## config.mk

```make
export PLATFORM = sky130hd
export DESIGN_NAME = sd_cmd_deserializer_flat
export DESIGN_NICKNAME = d
export VERILOG_FILES = /design/src/rtl/sd_pkg.sv /design/src/rtl/sd_cmd_deserializer_if.sv /design/src/rtl/sd_crc7.sv /design/src/rtl/sd_cmd_deserializer.sv /design/src/flat_wrapper.sv
export SDC_FILE = /design/constraint.sdc
export NUM_CORES = 1
export LEC_CHECK = 0
export CELL_PAD_IN_SITES_DETAIL_PLACEMENT = 1
export CELL_PAD_IN_SITES_GLOBAL_PLACEMENT = 1
export CORE_MARGIN = 2
export CORE_UTILIZATION = 35
export CTS_BUF_LIST = sky130_fd_sc_hd__clkbuf_4 sky130_fd_sc_hd__clkbuf_8
export DETAILED_ROUTE_END_ITERATION = 8
export PLACE_DENSITY = 0.64
export SLEW_MARGIN = 20
export SYNTH_ARGS = -nofsm -noshare
export SYNTH_HDL_FRONTEND = slang
export SYNTH_SLANG_ARGS = --single-unit
```

## constraint.sdc

```tcl
create_clock -name clk -period 2.4 [get_ports clk]
set_clock_uncertainty 0.05 [all_clocks]
set_input_delay 0.72 -clock clk [delete_from_list [all_inputs] [get_ports clk]]
set_output_delay 0.72 -clock clk [all_outputs]
set_load 0.01 [all_outputs]
```

## src/rtl/sd_pkg.sv

```systemverilog
// Shared types and constants for the SD command-line deserializer.
package sd_pkg;

    typedef enum logic [1:0] {
        ST_IDLE       = 2'd0,
        ST_WAIT_START = 2'd1,
        ST_SHIFT      = 2'd2,
        ST_DONE       = 2'd3
    } state_e;

    localparam logic [6:0] CRC7_POLY = 7'h09;
    localparam logic       LINE_IDLE = 1'b1;

    // Requested length 0 or wider than the register means "use the full width".
    function automatic logic [7:0] clamp_fs(input logic [7:0] req, input logic [7:0] max_fs);
        return (req == 8'd0 || req > max_fs) ? max_fs : req;
    endfunction

endpackage

```

## src/rtl/sd_cmd_deserializer_if.sv

```systemverilog
// Capture request / frame result bundle between a controller and sd_cmd_deserializer.
interface sd_cmd_deserializer_if #(parameter int MAX_BITS = 136);
    logic                enable;
    logic                in;
    logic [7:0]          framesize;
    logic [MAX_BITS-1:0] out;
    logic                complete;
    logic                timeout;
    logic                busy;
    logic                crc_ok;

    modport master (output enable, in, framesize,
                    input  out, complete, timeout, busy, crc_ok);
    modport slave  (input  enable, in, framesize,
                    output out, complete, timeout, busy, crc_ok);
endinterface

```

## src/rtl/sd_crc7.sv

```systemverilog
// Serial CRC7 (x^7 + x^3 + 1), one message bit per enabled cycle, clear to zero.
module sd_crc7
    import sd_pkg::*;
(
    input  logic       clk,
    input  logic       rst_n,
    input  logic       clr,
    input  logic       en,
    input  logic       bit_in,
    output logic [6:0] crc
);
    logic [6:0] crc_q, crc_d;
    logic       fb;

    always_comb begin
        crc_d = crc_q;
        fb    = bit_in ^ crc_q[6];
        if (clr)
            crc_d = '0;
        else if (en)
            crc_d = {crc_q[5:0], 1'b0} ^ (fb ? CRC7_POLY : 7'h00);
    end

    always_ff @(posedge clk or negedge rst_n) begin
        if (!rst_n) crc_q <= '0;
        else        crc_q <= crc_d;
    end

    assign crc = crc_q;
endmodule

```

## src/rtl/sd_cmd_deserializer.sv

```systemverilog
// Serial-to-parallel capture of one SD command/response frame per enable request.
// Optional CRC7 checking is built when SD_CMD_CRC7_EN is defined; otherwise crc_ok is tied high.
module sd_cmd_deserializer
    import sd_pkg::*;
#(
    parameter int MAX_BITS       = 136,
    parameter int TIMEOUT_CYCLES = 64
) (
    input  logic                  clk,
    input  logic                  reset,
    sd_cmd_deserializer_if.slave  bus
);
    localparam logic [7:0]  MAX_FS    = 8'(MAX_BITS);
    localparam logic [15:0] WAIT_LAST = 16'(TIMEOUT_CYCLES - 1);

    state_e              state_q, state_d;
    logic [7:0]          fs_q, fs_d, cnt_q, cnt_d;
    logic [15:0]         wait_q, wait_d;
    logic [MAX_BITS-1:0] sr_q, sr_d, out_q, out_d;
    logic                complete_q, complete_d, timeout_q, timeout_d, crc_ok_q, crc_ok_d;

`ifdef SD_CMD_CRC7_EN
    logic [6:0] crc;
    logic       crc_clr, crc_en;

    // The CRC covers every frame bit except the trailing CRC byte, start bit included.
    assign crc_clr = (state_q == ST_IDLE);
    assign crc_en  = bus.enable && (({1'b0, cnt_q} + 9'd8) < {1'b0, fs_q}) &&
                     (state_q == ST_SHIFT ||
                      (state_q == ST_WAIT_START && bus.in != LINE_IDLE));

    sd_crc7 u_crc7 (
        .clk   (clk),
        .rst_n (reset),
        .clr   (crc_clr),
        .en    (crc_en),
        .bit_in(bus.in),
        .crc   (crc)
    );
`endif

    always_comb begin
        state_d    = state_q;
        fs_d       = fs_q;
        cnt_d      = cnt_q;
        wait_d     = wait_q;
        sr_d       = sr_q;
        out_d      = out_q;
        complete_d = 1'b0;
        timeout_d  = 1'b0;
`ifdef SD_CMD_CRC7_EN
        crc_ok_d   = crc_ok_q;
`else
        crc_ok_d   = 1'b1;
`endif
        case (state_q)
            ST_IDLE: begin
                if (bus.enable) begin
                    fs_d    = clamp_fs(bus.framesize, MAX_FS);
                    cnt_d   = '0;
                    wait_d  = '0;
                    state_d = ST_WAIT_START;
                end
            end
            ST_WAIT_START: begin
                if (!bus.enable) begin
                    state_d = ST_IDLE;
                end else if (bus.in != LINE_IDLE) begin
                    sr_d    = MAX_BITS'(bus.in);
                    cnt_d   = 8'd1;
                    state_d = ST_SHIFT;
                end else if (wait_q == WAIT_LAST) begin
                    timeout_d = 1'b1;
                    state_d   = ST_IDLE;
                end else begin
                    wait_d = wait_q + 16'd1;
                end
            end
            ST_SHIFT: begin
                if (!bus.enable) begin
                    state_d = ST_IDLE;
                end else if (cnt_q == fs_q) begin
                    state_d = ST_DONE;
                end else begin
                    sr_d  = {sr_q[MAX_BITS-2:0], bus.in};
                    cnt_d = cnt_q + 8'd1;
                end
            end
            ST_DONE: begin
                // Bits above the frame length are stale from older frames.
                for (int i = 0; i < MAX_BITS; i++)
                    out_d[i] = (8'(i) < fs_q) ? sr_q[i] : 1'b0;
                complete_d = 1'b1;
`ifdef SD_CMD_CRC7_EN
                crc_ok_d   = (crc == out_d[7:1]);
`endif
                state_d    = ST_IDLE;
            end
            default: state_d = ST_IDLE;
        endcase
    end

    always_ff @(posedge clk or negedge reset) begin
        if (!reset) begin
            state_q    <= ST_IDLE;
            fs_q       <= '0;
            cnt_q      <= '0;
            wait_q     <= '0;
            sr_q       <= '0;
            out_q      <= '0;
            complete_q <= 1'b0;
            timeout_q  <= 1'b0;
            crc_ok_q   <= 1'b0;
        end else begin
            state_q    <= state_d;
            fs_q       <= fs_d;
            cnt_q      <= cnt_d;
            wait_q     <= wait_d;
            sr_q       <= sr_d;
            out_q      <= out_d;
            complete_q <= complete_d;
            timeout_q  <= timeout_d;
            crc_ok_q   <= crc_ok_d;
        end
    end

    assign bus.out      = out_q;
    assign bus.complete = complete_q;
    assign bus.timeout  = timeout_q;
    assign bus.crc_ok   = crc_ok_q;
    assign bus.busy     = (state_q == ST_WAIT_START) || (state_q == ST_SHIFT);
endmodule

```

## src/flat_wrapper.sv

```systemverilog
// flat-port wrapper written by rule: the top's interface ports become plain ports
module sd_cmd_deserializer_flat import sd_pkg::*;
#(
    parameter int MAX_BITS       = 136,
    parameter int TIMEOUT_CYCLES = 64
)
  (clk, reset, bus_enable, bus_in, bus_framesize, bus_out, bus_complete, bus_timeout, bus_busy, bus_crc_ok);
  sd_cmd_deserializer_if #(.MAX_BITS(MAX_BITS)) bus_i ();
  input  logic clk;
  input  logic reset;
  input wire logic [$bits(bus_i.enable)-1:0] bus_enable;
  input wire logic [$bits(bus_i.in)-1:0] bus_in;
  input wire logic [$bits(bus_i.framesize)-1:0] bus_framesize;
  output wire logic [$bits(bus_i.out)-1:0] bus_out;
  output wire logic [$bits(bus_i.complete)-1:0] bus_complete;
  output wire logic [$bits(bus_i.timeout)-1:0] bus_timeout;
  output wire logic [$bits(bus_i.busy)-1:0] bus_busy;
  output wire logic [$bits(bus_i.crc_ok)-1:0] bus_crc_ok;
  assign bus_i.enable = bus_enable;
  assign bus_i.in = bus_in;
  assign bus_i.framesize = bus_framesize;
  assign bus_out = bus_i.out;
  assign bus_complete = bus_i.complete;
  assign bus_timeout = bus_i.timeout;
  assign bus_busy = bus_i.busy;
  assign bus_crc_ok = bus_i.crc_ok;
  sd_cmd_deserializer #(.MAX_BITS(MAX_BITS), .TIMEOUT_CYCLES(TIMEOUT_CYCLES)) u_core (.clk(clk), .reset(reset), .bus(bus_i));
endmodule
```

* Word-level counts from Yosys, hierarchy flattened
Cells that the tools add are included.
** Cells by class
- Reductions and logical operators :: 12
- Add/subtract/negate cells :: 2
- Equal/unequal tests :: 14
- Muxes and demuxes :: 165
- Magnitude comparators :: 137
** Operators by type and width (count)
- $mux 136 :: 4
- $lt 7x8->1 const A :: 64
- $pmux 136 s2 :: 1
- $lt 6x8->1 const A :: 32
- $mux 1 :: 141
- $lt 5x8->1 const A :: 16
- $lt 4x8->1 const A :: 8
- $lt 8x8->1 const A :: 8
- $mux 16 :: 4
- $mux 8 :: 6
- $lt 3x8->1 const A :: 4
- $pmux 16 s2 :: 1
- $pmux 8 s3 :: 1
- $add 16x1->16 const B :: 1
- $eq 16x6->1 const B :: 1
- $lt 1x8->1 const A :: 2
- $lt 2x8->1 const A :: 2
- $ne 2x2->1 const B :: 7
- $mux 2 :: 6
- $reduce_and 5->1 :: 2
- $add 8x1->8 const B :: 1
- $eq 8x8->1 :: 1
- $gt 8x8->1 const B :: 1
- $logic_not 8->1 :: 1
- 12 further kinds :: 15
** Word-level totals
- Bits in registers :: 309
- Output and inout bits :: 140
- Input port bits :: 12

* Longest topological paths before layout
Gate-level depths: netlist (run 1).
- Depth after elaboration :: 5
- Gate-level depth with buffers :: 10

* Least setup slack after synthesis (run 1)
OpenSTA, ideal clock, no wires.
- Kind :: input-to-reg
- Start point :: input port bus_enable
- End point :: register u_core.wait_q[8]
- Slack :: -0.010 ns
- Arrival :: 2.233 ns
- Stages on the path :: 6
- Buffers on the path :: 1
- Path through :: clkbuf_1 -> nand3_1 -> or4_1 -> or2_2 -> a21oi_1 -> o22ai_1
** On the way
- Longest elaborated chain between the ends :: 2
- Elaborated cells between the ends (all ways) :: 3
- Those cells by class :: eq/ne: 2; reduce/logical: 1
** RTL lines
- from (decl) :: RTL line flat_wrapper.sv:11 : input wire logic [$bits(bus_i.enable)-1:0] bus_enable;
- $ne 2x2->1 (no line)
- $reduce_and 5->1 (no line) (*)
- to (signal assigned) :: RTL line sd_cmd_deserializer.sv:118 : wait_q <= wait_d;
- to (decl) :: RTL line sd_cmd_deserializer.sv:18 : logic [15:0] wait_q, wait_d;
Mark *: on every way between the ends. The rest lies on a longest branch, timed or not.
A chain may end at the register's enable or synchronous reset.

* Worst setup path in the final report (run 1)
- Start point :: register u_core.out_q[89], in the netlist u_core.bus.out[89]
- End point :: output port bus_out[89]
** RTL lines
- from (decl) :: RTL line sd_cmd_deserializer.sv:19 : logic [MAX_BITS-1:0] sr_q, sr_d, out_q, out_d;
- from (signal assigned) :: RTL line sd_cmd_deserializer.sv:120 : out_q <= out_d;
- to (decl) :: RTL line flat_wrapper.sv:14 : output wire logic [$bits(bus_i.out)-1:0] bus_out;
No word-level cell between the ends.

==> results_dict.tcl, run 1 <==
set metrics [dict create \
    core_sq_um 36600 \
    synth.cell_area_sq_um 13000 \
    dr_total_vias 10548 \
    yosysSeqAreaShare_pct 59.4 \
    ant_nets 0 \
    cts_buffer_depth 3 \
    startpoint_type "flop" \
    synth_nets 1178 \
    std_cell_rows 70 \
    crit_family "buffers and inverters" \
    r2r_cells 5 \
    finish.utilization_pct 45.9 \
    max_stage_delay_ns 0.57 \
    async_flop_share_pct 100 \
    wl_per_cell_um 22.5 \
    layout.nets 1386 \
    cp.depth 1 \
    clockRootBuffer "clkbuf_8" \
    initial_core_util_pct 35.6 \
    path_class "flop to output pin" \
    critPathLaunch "u_core.bus.out[89]" \
    h-tree-depth 2 \
    r2r_start "u_core.wait_q[13]" \
    cts_made_buffers 54 \
    ys_seq_elements 309 \
    p_per_area_nw_per_um2 877 \
    synth_flop_cell "dfrtp_1" \
    drv_cap 0 \
    vias_per_cell 5.62 \
    synthCells 1159 \
    grt_max_degree 58 \
    tightest_slew_ns 0.947 \
    overflow 0 \
    grt_pass1_wl_um 66500 \
    diodes 0 \
    cp_slowest_cell "clkdlybuf4s50_1" \
    place_hpwl_um 28800 \
    run_status "finished, final reports clean" \
    port_buffers 151 \
    grtUsageTotal_pct 22.1 \
    critPathArrivalTime_ns 1.60 \
    min_path_type "flop to flop" \
    worst-path-buf-inv 1 \
    wl_um 42200 \
    reg2reg_slack_ns 0.12 \
    period_minus_slack_ns 2.37 \
    crit_path_end "bus_out[89]" \
    ios 152 \
    r2r_end "u_core.wait_q[12]" \
    mostFrequentLayoutCells "308 x dfrtp_1, 146 x a22o_1, 139 x clkdlybuf4s50_1" \
    die_w_um 197 \
    fillers 3954 \
    grt_pass1_vias 11201 \
    drive_above_1_share_pct 15.6 \
    die_h_um 197 \
    finalHoldViolCount 0 \
    final_common_cell "dfrtp_1" \
    drc_errors 0 \
    clock_sinks 309 \
    dr.pass1.iters 7 \
    antenna_found_initial 0 \
    clock_latency_ns 0.62 \
    worstPathRequired_ns 1.63 \
    dieArea_sq_um 38800 \
    max_freq_mhz 422 \
    ir_drop_mv 0.537 \
    place_congestion 0.811 \
    syn_area_per_cell_sq_um 11.2 \
    yosys_warnings 0 \
    slew_viol_final 0 \
    setup_viol 0 \
    area_growth_pct 29.0 \
    total_power_mw 14.7 \
    path_cells "clkdlybuf4s50_1" \
    p_leak_nw 7.58 \
    relSlewSlack_pct 36.6 \
    synth_edf_count 0 \
    cp_max_fo 2 \
    cp-end-kind "output pin" \
    ys_types 64 \
    clkTransAtPathRegs_ns 0.06 \
    cts_tree "done" \
    drtIter0Drc 588 \
    period_share_pct 98.8 \
]
==> through the flow <==
step | worst slack [ns] | cell area (sq um) | hold WS [ns] | instances | setup TNS [ns]
floorplan | 0.0440 | 13000 | 0.374 | 1159 | 0
global placement | -0.203 | 15600 | 0.417 | 1776 | -10.52
detailed placement | -0.243 | 15600 | 0.423 | 1776 | -16.83
CTS | 0.00129 | 16800 | 0.435 | 1877 | 0
global route | -0.0154 | 16800 | 0.447 | 1877 | -0.113
finish | 0.0288 | 16800 | 0.432 | 1877 | 0
==> timing repair <==
item,CTS,global route
pin swaps,0,2
endpoints found under the setup margin,5,85
buffers inserted,2,0
endpoints found under the hold margin,39,0
resized for setup,10,7
hold buffers,1,0
==> layout make-up <==
type,count,area [sq um],share of cell area (%)
Clock buffer,92,1120,6.68
Clock inverter,6,50.0,0.298
Inverter,78,293,1.74
Multi-Input combinational cell,681,4670,27.8
Sequential cell,309,7730,46.1
Tap cell,468,586,3.49
Timing Repair Buffer,243,2330,13.9
==> state kept, by name (all words and copies together), names as in the netlist <==
signal and count:
u_core.bus.complete 1, u_core.bus.crc_ok 1, u_core.bus.out 136, u_core.bus.timeout 1, u_core.cnt_q 8, u_core.fs_q 8, u_core.sr_q 136, u_core.state_q 2
u_core.wait_q 16
==> where the power goes <==
part | internal [mW] | total, mW | leakage, nW | switching [mW]
Sequential | 5.34 | 5.43 | 4.30 | 0.0952
Combinational | 1.18 | 4.14 | 2.65 | 2.97
Clock | 2.94 | 5.15 | 0.627 | 2.21
Total | 9.45 | 14.7 | 7.58 | 5.27
==> synthesized netlist by cell type (all sizes together), types with 16 or more instances <==
cell     count  area [sq um]
a21o        16           120
a32o        18           180
o211ai      35           263
inv         77           289
o2bb2ai     40           350
nand2       72           270
a21oi       36           191
dfrtp      309          7730
o21ai      109           557
clkbuf      70           263
o2111ai     20           175
nand3       38           190
nor2        31           116
a22o       146          1280
buf         21           101
==> kinds of logic after synthesis <==
family,count (synthesis),share of synthesized area (%)
buffers and inverters,169,5.05
DFF,309,59.4
AOI/OAI and AO/OA,455,26.4
xor gates and xnor gates,10,0.673
adders and majority gates,7,0.673
and+or+nand+nor,207,7.74
muxes,1,0.0865
other,1,0.0288
==> worst min path at each step <==
stage | depth (start not counted) | from | slack [ns] | to
2_1_floorplan | 0 | reset | 0.37 | u_core.bus.complete
3_3_place_gp | 1 | u_core.bus.out[25] | 0.42 | u_core.bus.out[25]
3_5_place_dp | 1 | u_core.bus.out[29] | 0.42 | u_core.bus.out[29]
4_1_cts | 1 | u_core.bus.out[29] | 0.44 | u_core.bus.out[29]
5_1_grt | 1 | u_core.bus.out[19] | 0.45 | u_core.bus.out[19]
6_report | 1 | u_core.bus.out[29] | 0.43 | u_core.bus.out[29]
==> per-layer routing <==
| metal | vias to the layer above | GRT usage, % | part of all wire [%] |
|---|---|---|---|
| met5 | - | 0 | 0 |
| met4 | 0 | 8.60 | 3.6 |
| met3 | 90 | 5.07 | 5.5 |
| met2 | 251 | 35.0 | 46 |
| met1 | 5485 | 29.7 | 45 |
| li1 | 4722 | - | - |
Power figures use the tool's default switching activity.
==> inputs of run 2 (changes only) <==
- CTS_CLUSTER_SIZE: not set -> 40
- DONT_BUFFER_PORTS: not set -> 1
- PLACE_DENSITY: 0.64 -> 0.58
==> run 2 against run 1 <==
Effect of this change: the flow now finishes with violations (hold timing); global-route usage barely moved; first-iteration DRC count rose by 23%; largest power group is now the clock network; sequential power barely moved; clock-buffer cell count fell by 5; critical path depth rose by 5.
==> results_dict.tcl, run 2 (synthesis results as in run 1) <==
set metrics [dict create \
    run_status "complete, but fails checks" \
    failed_checks "hold timing" \
    path_class "flop to flop" \
    postPlaceCellArea_sq_um 13800 \
    slew_viol_final 0 \
    die_w_um 197 \
    p_per_area_nw_per_um2 990 \
    dr_total_vias 9787 \
    dr.pass1.iters 5 \
    cts_tree "done" \
    ios 152 \
    initial_core_util_pct 35.6 \
    die_h_um 197 \
    startpoint_type "flop" \
    dieArea_sq_um 38800 \
    grt_max_degree 310 \
    grt_use_met1_pct 30.7 \
    rsz0062_at_grt "true" \
    clkTransAtPathRegs_ns 0.06 \
    worstPathRequired_ns 2.89 \
    min_path_type "primary input to asynchronous set/reset pin" \
    vias_per_cell 5.76 \
    mostFrequentLayoutCells "309 x dfrtp_1, 146 x a22o_1, 99 x o21ai_0" \
    critPathArrivalTime_ns 2.80 \
    cp_common_cell "or4_4" \
    grt_pass1_vias 10364 \
    cp_max_fo 6 \
    clock_latency_ns 0.62 \
    h-tree-depth 2 \
    drtIter0Drc 725 \
    antenna_found_initial 0 \
    tightest_slew_ns 0.831 \
    drive_above_1_share_pct 15.6 \
    finalInstanceArea_sq_um 15100 \
    place_inst 1599 \
    r2r_start "u_core.wait_q[13]" \
    drv_cap 0 \
    grtUsageMet2_pct 34.2 \
    cts_buffer_depth 3 \
    final_common_cell "dfrtp_1" \
    drc_errors 0 \
    critPathLaunch "u_core.wait_q[13]" \
    cp_slowest_cell "or4_4" \
    path_cells "or4_4 > or4_4 > a22oi_4 > buf_4 > a21oi_2 > o22ai_2" \
    relSlewSlack_pct 44.2 \
    cp-end-kind "flop" \
    ir_drop_mv 0.538 \
    period_minus_slack_ns 2.31 \
    p_leak_nw 6.84 \
    core_sq_um 36600 \
    place_hpwl_um 27500 \
    max_freq_mhz 432 \
    place_congestion 0.798 \
    gr-usage-met3_pct 5.49 \
    layout.nets 1212 \
    grtUsageTotal_pct 22.2 \
    gr-max-usage-layer "met2" \
    ant_nets 0 \
    clockRootBuffer "clkbuf_8" \
    clock_sinks 309 \
    wl_um 42200 \
    hold_slack_ns -0.243 \
    diodes 0 \
    grt_pass1_wl_um 65300 \
    period_share_pct 96.4 \
    max_stage_delay_ns 0.60 \
    finalHoldViolCount 309 \
    setup_viol 0 \
    cts_made_buffers 55 \
    wl_per_cell_um 24.9 \
    port_buffers 0 \
    area_growth_pct 16.2 \
    final-instance-count-excl-fill 1700 \
    overflow 0 \
    std_cell_rows 70 \
]
[run 2: power by group]
part | internal [mW] | switching (mW) | total, mW
Combinational | 1.08 | 2.86 | 3.94
Clock | 3.36 | 2.23 | 5.59
Sequential | 5.34 | 0.122 | 5.46
[run 2: area by class of cell]
class | instances | area [sq um]
fill | 3947 | 21500
sequential | 309 | 7730
multi-input combinational | 681 | 4670
clock buffer | 87 | 1120
timing repair buffer | 68 | 589
tap | 468 | 586
inverter | 78 | 293
clock inverter | 9 | 145
[run 2: layer usage]
| layer | share of wire, % | wire (um) |
|---|---|---|
| met1 | 45 | 19000 |
| met3 | 6.6 | 2790 |
| met4 | 2.2 | 938 |
| met5 | 0 | 0 |
| met2 | 46 | 19500 |
[run 2: worst paths after layout]
check | to | slack [ns] | cells after the start
max | u_core.wait_q[15] | 0.09 | 6
max reg2reg | u_core.wait_q[15] | 0.09 | 6
min | u_core.bus.out[4] | -0.24 | 0
min reg2reg | u_core.sr_q[135] | 0.46 | 1
min in group clk | u_core.sr_q[0] | 0.19 | 1
max in group asynchronous | u_core.sr_q[29] | 2.04 | 0
[run 2: per-stage QoR]
stage | setup TNS (ns) | utilization, % | total power, mW | setup WS, ns | hold slack, ns
final | 0 | 41.3 | 15.0 | 0.0872 | -0.243
after global routing | -0.0404 | 41.3 | 15.7 | -0.0332 | -0.280
after CTS | 0 | 41.2 | 15.1 | 0.0203 | -0.298
after detailed placement | 0 | 37.7 | 9.41 | 0.0349 | 0.384
after global placement | 0 | 37.7 | 9.37 | 0.0449 | 0.385
after floorplan | 0 | - | 7.60 | 0.0440 | 0.374
[run 2: worst max-delay path: cells and delay by family, from the launching register on]
kind                   cells  cell delay, ns
AO/OA/AOI/OAI              3            0.43
flip-flops                 1            0.42
AND/OR/NAND/NOR            2            1.16
buffers and inverters      1            0.18
[run 2: repair_timing]
action                                  in CTS  in global routing
endpoints found under the setup margin       1                113
pin swaps                                    0                  1
gates resized for setup                      0                  4
buffers inserted                             2                  3
endpoints found under the hold margin      309                309
==> inputs of run 3 (changes only) <==
- CORE_MARGIN: 2 -> 1
- GPL_ROUTABILITY_DRIVEN: not set -> 0
==> run 3 against run 2 <==
Effect of this change: the flow still finishes with violations (hold timing); worst setup slack better by 0.023 ns; sequential power about the same; core utilization is 0.23 points lower; critical endpoint is now bus_busy; highest routed layer unchanged.
==> results_dict.tcl, run 3 (synthesis results as in run 1) <==
set metrics [dict create \
    relSlewSlack_pct 39.9 \
    slew_viol_final 0 \
    p_leak_nw 6.80 \
    diodes 0 \
    core_sq_um 36600 \
    p_per_area_nw_per_um2 973 \
    cts_tree "done" \
    cp_max_fo 10 \
    gr-max-usage-layer "met2" \
    clock_latency_ns 0.62 \
    gr-usage-met3_pct 6.14 \
    die_w_um 195 \
    place_ws_ns 0.0893 \
    drc_errors 0 \
    worstPathRequired_ns 1.63 \
    cp-end-kind "output pin" \
    layout.nets 1206 \
    startpoint_type "flop" \
    failed_checks "hold timing" \
    mostFrequentLayoutCells "309 x dfrtp_1, 146 x a22o_1, 99 x o21ai_0" \
    finalInstanceArea_sq_um 15000 \
    antenna_found_initial 0 \
    ios 152 \
    path_class "flop to output pin" \
    die_h_um 195 \
    ant_nets 0 \
    clockRootBuffer "clkbuf_8" \
    grt_max_degree 310 \
    place_hpwl_um 27000 \
    run_status "complete, but fails checks" \
    clkTransAtPathRegs_ns 0.05 \
    layout_setup_ws_ns 0.110 \
    wl_um 41800 \
    grt_pass1_wl_um 64700 \
    cts_buffer_depth 3 \
    drive_above_1_share_pct 14.7 \
    hold_slack_ns -0.231 \
    drv_cap 0 \
    cts_made_buffers 54 \
    tightest_slew_ns 0.899 \
    postPlaceCellArea_sq_um 13800 \
    initial_core_util_pct 35.6 \
    critPathArrivalTime_ns 1.52 \
    grt_pass1_vias 10097 \
    grt_use_met1_pct 30.9 \
    area_growth_pct 15.6 \
    period_minus_slack_ns 2.29 \
    dieArea_sq_um 38000 \
    period_share_pct 95.4 \
    fin_setup_tns_ns 0 \
    finalHoldViolCount 309 \
    wl_per_cell_um 24.7 \
    max_freq_mhz 437 \
    overflow 0 \
    rsz0062_at_grt "false" \
    final_common_cell "dfrtp_1" \
    vias_per_cell 5.81 \
    drtIter0Drc 875 \
    min_path_type "primary input to asynchronous set/reset pin" \
    h-tree-depth 2 \
    grtUsageTotal_pct 22.3 \
    clock_sinks 309 \
    dr.pass1.iters 4 \
    ir_drop_mv 0.525 \
    std_cell_rows 70 \
    grtUsageMet2_pct 33.6 \
    port_buffers 0 \
    setup_viol 0 \
    total_power_mw 14.6 \
    dr_total_vias 9824 \
]
run 3: worst max-delay path, stage by stage (launching register included):
cell     delay [ns]
dfrtp_1        0.35
inv_1          0.07
ha_1           0.32
buf_6          0.16
run 3: final timing paths:
| check | start | endpoint | slack (ns) | cells past startpoint |
|---|---|---|---|---|
| setup reg to reg | u_core.cnt_q[2] | u_core.sr_q[17] | 0.13 | 6 |
| hold reg to reg | u_core.sr_q[51] | u_core.sr_q[52] | 0.47 | 1 |
| max in group asynchronous | reset | u_core.sr_q[104] | 1.96 | 0 |
| min in group clk | bus_framesize[4] | u_core.fs_q[4] | 0.19 | 1 |
| setup / recovery | u_core.state_q[0] | bus_busy | 0.11 | 3 |
| hold / removal | reset | u_core.bus.out[4] | -0.23 | 0 |
run 3: per-stage QoR:
| stage | hold slack (ns) | std cells | util (%) |
|---|---|---|---|
| floorplan | 0.374 | 1159 | - |
| global placement | 0.389 | 1594 | 37.8 |
| detailed placement | 0.388 | 1594 | 37.8 |
| CTS | -0.292 | 1688 | 41.0 |
| global route | -0.279 | 1691 | 41.1 |
| finish | -0.231 | 1691 | 41.1 |
run 3: report_power, final:
group / switching (mW) / internal [mW]
registers: 0.159 / 5.33
logic: 2.84 / 1.09
clock network: 2.23 / 3.00
total: 5.22 / 9.42
run 3: repair_timing:
action                                 4_1_cts  5_1_grt
setup endpoints to repair                    1        8
endpoints found under the hold margin      309      309
pin swaps                                    0        4
buffers inserted                             2        3
gates resized for setup                      0        2
run 3: cell type report:
type                            instances  area (sq um)
Clock buffer                           88          1110
Tap cell                              468           586
Timing Repair Buffer                   63           614
Inverter                               78           293
Sequential cell                       309          7730
Clock inverter                          4          45.0
Multi-Input combinational cell        681          4670
Fill cell                            3983         21600
run 3: per-layer routing:
layer	vias up	wire [um]
li1	4342	-
met1	5148	18900
met2	260	18900
met3	74	2900
met4	0	1120
met5	-	0
